## src/rtl/div_unit.sv

```systemverilog
// Radix-2 restoring divider for DIV/DIVU: one quotient bit per cycle, 32-step fixed latency.
// Results land in hi (remainder) and lo (quotient) and hold until the next completion.
module div_unit (
  input  logic        clk,
  input  logic        resetn,
  input  logic        start,
  input  logic        signed_div,
  input  logic [31:0] a,
  input  logic [31:0] b,
  input  logic        annul,
  output logic        busy,
  output logic        ready,
  output logic [31:0] hi,
  output logic [31:0] lo
);

  typedef enum logic [1:0] {IDLE, RUN, DONE} state_t;

  state_t      state_q, state_d;
  logic [4:0]  count_q, count_d;
  logic [32:0] rem_q, rem_d;
  logic [31:0] quo_q, quo_d;
  logic [31:0] dvsr_q, dvsr_d;
  logic [31:0] a_q, a_d;
  logic        negq_q, negq_d;
  logic        negr_q, negr_d;
  logic [31:0] hi_q, hi_d;
  logic [31:0] lo_q, lo_d;

  logic        load;
  logic        step;
  logic [33:0] trial;
  logic [32:0] step_rem;
  logic [31:0] step_quo;

  // NOTE: sequential state uses non-blocking assignments so every flop samples pre-edge values.
  always_ff @(posedge clk or negedge resetn) begin
    if (!resetn) begin
      state_q <= IDLE;
      count_q <= '0;
      rem_q   <= '0;
      quo_q   <= '0;
      dvsr_q  <= '0;
      a_q     <= '0;
      negq_q  <= 1'b0;
      negr_q  <= 1'b0;
      hi_q    <= '0;
      lo_q    <= '0;
    end else begin
      state_q <= state_d;
      count_q <= count_d;
      rem_q   <= rem_d;
      quo_q   <= quo_d;
      dvsr_q  <= dvsr_d;
      a_q     <= a_d;
      negq_q  <= negq_d;
      negr_q  <= negr_d;
      hi_q    <= hi_d;
      lo_q    <= lo_d;
    end
  end

  // Annul blocks a new request only from IDLE; a committed DONE cycle may still chain one.
  assign load = start && (((state_q == IDLE) && !annul) || (state_q == DONE));
  assign step = (state_q == RUN) && !annul;

  always_comb begin
    // NOTE: default every combinational output first so no path can infer a latch.
    state_d = state_q;
    case (state_q)
      IDLE:    if (load) state_d = RUN;
      RUN:     if (annul) state_d = IDLE;
               else if (count_q == 5'd31) state_d = DONE;
      DONE:    state_d = load ? RUN : IDLE;
      default: state_d = IDLE;
    endcase
  end

  // The quotient register doubles as the dividend shifter: dividend bits leave at the top
  // as quotient bits enter at the bottom.
  always_comb begin
    trial    = {1'b0, rem_q[31:0], quo_q[31]} - {2'b00, dvsr_q};
    step_rem = trial[33] ? {rem_q[31:0], quo_q[31]} : trial[32:0];
    step_quo = {quo_q[30:0], ~trial[33]};
  end

  always_comb begin
    count_d = count_q;
    rem_d   = rem_q;
    quo_d   = quo_q;
    dvsr_d  = dvsr_q;
    a_d     = a_q;
    negq_d  = negq_q;
    negr_d  = negr_q;
    hi_d    = hi_q;
    lo_d    = lo_q;
    if (load) begin
      count_d = '0;
      rem_d   = '0;
      a_d     = a;
      quo_d   = (signed_div && a[31]) ? -a : a;
      dvsr_d  = (signed_div && b[31]) ? -b : b;
      negq_d  = signed_div && (a[31] ^ b[31]);
      negr_d  = signed_div && a[31];
    end else if (step) begin
      count_d = count_q + 5'd1;
      rem_d   = step_rem;
      quo_d   = step_quo;
      if (count_q == 5'd31) begin
        // Divide by zero bypasses the sign fixup so hi returns the raw dividend.
        if (dvsr_q == '0) begin
          hi_d = a_q;
          lo_d = '1;
        end else begin
          hi_d = negr_q ? -step_rem[31:0] : step_rem[31:0];
          lo_d = negq_q ? -step_quo : step_quo;
        end
      end
    end
  end

  always_comb begin
    busy  = (state_q == RUN);
    ready = (state_q == DONE);
    hi    = hi_q;
    lo    = lo_q;
  end

endmodule

```

## config.mk

```make
export PLATFORM = sky130hd
export DESIGN_NAME = div_unit
export DESIGN_NICKNAME = d
export VERILOG_FILES = /design/src/rtl/div_unit.sv
export SDC_FILE = /design/constraint.sdc
export NUM_CORES = 1
export LEC_CHECK = 0
export CORE_AREA = 2 2 185 132
export DETAILED_ROUTE_END_ITERATION = 10
export DIE_AREA = 0 0 187 134
export PLACE_DENSITY_LB_ADDON = 0.15
export SKIP_CTS_REPAIR_TIMING = 1
export SYNTH_ARGS = -nofsm -noshare
export SYNTH_HDL_FRONTEND = slang
export SYNTH_SLANG_ARGS = --single-unit
```

## constraint.sdc

```tcl
create_clock -name clk -period 7.1 [get_ports clk]
set_clock_uncertainty 0.15 [all_clocks]
set_input_delay 2.13 -clock clk [delete_from_list [all_inputs] [get_ports clk]]
set_output_delay 2.13 -clock clk [all_outputs]
set_load 0.02 [all_outputs]
```

; Word level (Yosys, flattened, before mapping)
; Index checks and enable logic that the tools add are counted.
[classes]
reduce_logical = 13
n_lt_le_gt_ge = 0
eq_ne = 5
n_mux = 18
add_sub_neg = 6
shift = 0
n_div = 0
n_bitwise = 3
mul = 0
[op_table]
columns = operator, count
row1 = $mux W32, 11
row2 = $neg A32 Y32, 4
row3 = $sub A33 B32 Y34, 1
row4 = $logic_not A32 Y1, 1
row5 = $mux W5, 2
row6 = $logic_and A1 B1 Y1, 6
row7 = $mux W2, 3
row8 = $pmux W2 S3, 1
row9 = $add A5 B1 Y5 const B, 1
row10 = $eq A5 B5 Y1 const B, 1
row11 = $ne A3 B2 Y1 const B, 1
row12 = $reduce_and A3 Y1, 1
row13 = $eq A2 B1 Y1 const B, 1
row14 = $eq A2 B2 Y1 const B, 1
row15 = $logic_not A2 Y1, 1
row16 = $ne A2 B2 Y1 const B, 1
row17 = $not A1 Y1, 2
row18 = $reduce_and A2 Y1, 1
row19 = $reduce_bool A2 Y1, 1
row20 = $logic_not A1 Y1, 1
row21 = $logic_or A1 B1 Y1, 1
row22 = $mux W1, 1
row23 = $xor A1 B1 Y1, 1
[word_totals]
ff_bits = 201
mem_bits_ro = 0
wordCells = 55
latch_bits = 0
mem_bits_rw = 0
mem_count = 0
inputBits = 69

; Depth between registers and ports, before layout
[logic_depth]
word_depth = 6
mapped_depth = 25
mapped_depth_nobuf = 19

; Worst setup path before layout
; Ideal clock, no wire load.
[synth_path]
kind = register to register
start = register rem_q[7]
end = register hi_q[28], in the netlist hi[28]
path_slack_ns = 2.145
path_stages_with_launch = 24
n_path_buf = 6
arrival_ns = 4.723
path_cell_list = dfrtp_1 > ha_1 > buf_6 > a21oi_4 > o21ai_2 > a221oi_4 > a21oi_4 > or2_1 > buf_6 > buf_6 > buf_4 > buf_2 > buf_2 > o21ai_0 > ha_1 > and2_1 > o221ai_1 > nor4b_1 > a31oi_1 > o21bai_1 > nor4_4 > a21oi_1 > mux2_2 > o22ai_1
[synth_between]
elab_chain_len = 5
[synth_rtl]
columns = element, line
row1 = start: declaration, 21  ; logic [32:0] rem_q, rem_d;
row2 = start signal: assignment, 52  ; rem_q <= rem_d;
row3 = $sub A33 B32 Y34, 82  ; trial = {1'b0, rem_q[31:0], quo_q[31]} - {2'b00, dvsr_q};
row4 = $mux W32 *, 83  ; step_rem = trial[33] ? {rem_q[31:0], quo_q[31]} : trial[32:0];
row5 = $neg A32 Y32, 115  ; hi_d = negr_q ? -step_rem[31:0] : step_rem[31:0];
row6 = $mux W32 *, 115
row7 = $mux W32 *, 111  ; if (dvsr_q == '0) begin
row8 = end signal: assignment, 58  ; hi_q <= hi_d;
row9 = end: declaration, 27  ; logic [31:0] hi_q, hi_d;
; Every way passes the cells marked *; elsewhere a longest branch is shown, timed or not.
; A chain may end at the register's enable or synchronous reset.

; Worst setup path after layout
[layout_path]
start = register rem_q[11]
end = register hi_q[28], in the netlist hi[28]
; Same word-level chain as after synthesis.

==> impl_metrics.toml <==
[die]
die_area_sq_um = 25100
fp.dieH_microns = 134
ios = 135
coreArea_sq_um = 23300
die_w_microns = 187
initial_core_util_pct = 57.1
rows = 47

[cts]
cts_sinks = 201
cts_max_path_buffers = 3
cts_tree = "done"
cts_htree_levels = 1
worstSkewPairLatency_ps = 520
cts_root_buf = "clkbuf_16"
cts.clk_slew.worst_paths_ps = 70
numCtsBuffers = 21

[worst_setup_path]
required_ps = 7390
critPathKind = "flop to flop"
cp-start-kind = "flop"
cp_max_fo = 11
crit_path_end_kind = "flop"
crit_slowest_cell = "a221oi_4"
crit_path_cell_trace = "ha_1 > a21oi_1 > o21ai_2 > a221oi_4 > a21oi_4 > or2_2 > o21ai_0 > ha_1 > and2_1 > o221ai_1 > nor4b_1 > a31oi_1 > o21bai_1 > nor4_4 > a21oi_1 > mux2_2 > o22ai_1"
arrival_ps = 5700
max_stage_delay_ps = 470

[timing]
post-route-period-util_pct = 76.3
setup_tns_ps = 0
final-hold-violation-count = 0
rsz0062_at_grt = "no"
maxSlewHeadroom_pct = 16.9
setup_viol = 0
whs_ps = 322
period_needed_ps = 5410
max_slew.worst_pin.slew_ps = 1250
finalMaxSlewViolations = 0
fmax_ghz = 0.185

[global_routing]
grt_pass1_vias = 11700
grt_antenna_before_repair = 1
grt_pass1_wl_microns = 61000
overflow = 0
grt_usage_pct = 29.9
grt_max_degree = 158

[power_and_ir_drop]
swShare_pct = 47.4
leakagePower_nw = 6.81
total_power_mw = 6.41
seq_power_share_pct = 25.6
ir_worst_vdd_v = 0.000326
p_int_mw = 3.37
powerDensity_nw_per_um2 = 412
power_frac_clock_pct = 17.9
switching_power_mw = 3.04
combPwrFrac_pct = 56.5

[worst_hold_path]
hold_class = "flop to flop"

[detailed_routing]
drt_iter0_markers = 1323
viasPerCell = 6.01
postRouteWirelength_microns = 37800
vias = 12400
routedWlPerCell_microns = 18.3
dr.pass1.iters = 5
drcViolationCount = 0
ant_nets = 0

[flow_run]
max_cap_violations = 0

[status]
status = "finished, final reports clean"

[cells_and_area]
fill_cells = 1965
drive_gt1_share_pct = 5.55
diodes = 0
synthToLayoutAreaGrowth_pct = 16.6
layout.nets = 1841

[placed_design]
gp_congestion = 0.918
numPortBuffers = 134
hpwl_microns = 27300

[yosys]
ys_async_sr_fraction_pct = 100
yosysUniqueCellTypes = 93
syn-mean-instance-area_sq_um = 8.09
synth_edf_count = 0
ys_ff_latch = 201
syn-num-nets = 1755
yosys_warnings = 0
syn_inst = 1647
ys_seq_area_share_pct = 37.7
synth_area_sq_um = 13300
ys.flop_type = "dfrtp_1"
==> worst paths after layout <==
check / startpoint / end / slack (ps) / cells past startpoint
worst max-delay path: rem_q[11] / hi[28] / 1690 / 17
max in group asynchronous: resetn / hi[2] / 3940 / 2
worst max register to register: rem_q[11] / hi[28] / 1690 / 17
worst min-delay path: a_q[30] / a_q[30] / 320 / 2
worst min register to register: a_q[30] / a_q[30] / 320 / 2
min in group asynchronous: resetn / rem_q[4] / 1590 / 1
==> stage by stage <==
step / worst slack, ps / utilization, % / cells / cell area, sq um
2_1_floorplan: 2150 / - / 1647 / 13300
3_3_place_gp: 1710 / 63.5 / 2028 / 14800
3_5_place_dp: 1490 / 63.5 / 2028 / 14800
4_1_cts: 1820 / 66.6 / 2066 / 15500
5_1_grt: 1350 / 66.6 / 2066 / 15500
6_report: 1690 / 66.6 / 2066 / 15500
==> power by group through the flow <==
stage	Sequential [mW]	Clock [mW]	Combinational, mW
after detailed placement	1.65	0	3.54
after floorplan	1.53	0	2.84
after global routing	1.67	1.20	4.01
final	1.64	1.14	3.62
after global placement	1.64	0	3.48
after CTS	1.63	1.16	3.56
==> critical path: cells and delay by family (launching register included) <==
kind / cells / cell delay, ps
DFF: 1 / 460
and+or+nand+nor: 4 / 1400
adders and majority gates: 2 / 720
AOI/OAI and AO/OA: 10 / 2290
muxes: 1 / 290
==> synthesized netlist by cell type, types with 9 or more instances <==
cell      instances  share of area, %
and3_1           12              0.56
mux2i_1          15               1.1
dfrtp_1         201                38
nor2_1          165               4.6
a31oi_1          58               2.7
nor4_1           29               1.4
nor3_1           28               1.1
nand3_1          11              0.41
o41ai_1          11              0.72
clkbuf_1         65               1.8
or3_1            14              0.66
o21ai_1          17              0.64
a22o_1           10              0.66
nor2b_1           9              0.42
inv_1            57               1.6
a21oi_1         115               4.3
o31ai_1          28               1.6
xnor2_1          61               4.0
ha_1             38               3.6
o21ai_0         122               4.6
xor2_1           75               4.9
nand2_1         330               9.3
or4_1             9              0.51
==> logic make-up after synthesis <==
group                      Yosys count  synth area share (%)
AOI/OAI and AO/OA                  454                  21.7
xor gates and xnor gates           136                  8.93
adders and majority gates           39                  3.72
buffers and inverters              141                  4.35
DFF                                201                  37.7
muxes                               17                  1.30
and+or+nand+nor                    659                  22.2
==> registers in the layout (all words and copies together), names as in the netlist <==
name / cells
count_q: 5
a_q: 32
hi: 32
state_q: 2
quo_q: 32
rem_q: 32
negq_q: 1
lo: 32
negr_q: 1
dvsr_q: 32
==> final cells by class <==
class | instances | area (sq um) | share of cell area [%]
Timing Repair Buffer | 146 | 1450 | 9.31
Clock buffer | 30 | 639 | 4.11
Inverter | 58 | 220 | 1.42
Multi-Input combinational cell | 1305 | 7740 | 49.8
Sequential cell | 201 | 5030 | 32.4
Clock inverter | 8 | 71.3 | 0.459
Tap cell | 318 | 398 | 2.56
==> cells in the final DEF, fill, tap and decap left out, types with 12 or more instances in the layout <==
cell,synthesis,final
mux2i_1,15,15
a21oi_1,115,115
and3_1,12,12
o21ai_0,122,122
nor2_1,165,162
nand2_1,330,330
nor4_1,29,29
clkbuf_16,0,21
xor2_1,75,75
o21ai_1,17,17
or3_1,14,14
nor3_1,28,28
a31oi_1,58,58
inv_1,57,56
xnor2_1,61,61
clkdlybuf4s50_1,0,133
o31ai_1,28,28
ha_1,38,38
dfrtp_1,201,201
==> layer usage <==
metal	wire length (microns)	global-route usage [%]	up-vias
li1	-	-	5976
met1	18300	46.0	5994
met5	0	0	-
met2	16200	44.9	404
met4	580	5.91	0
met3	2660	4.45	48
Power figures use the tool's default switching activity.
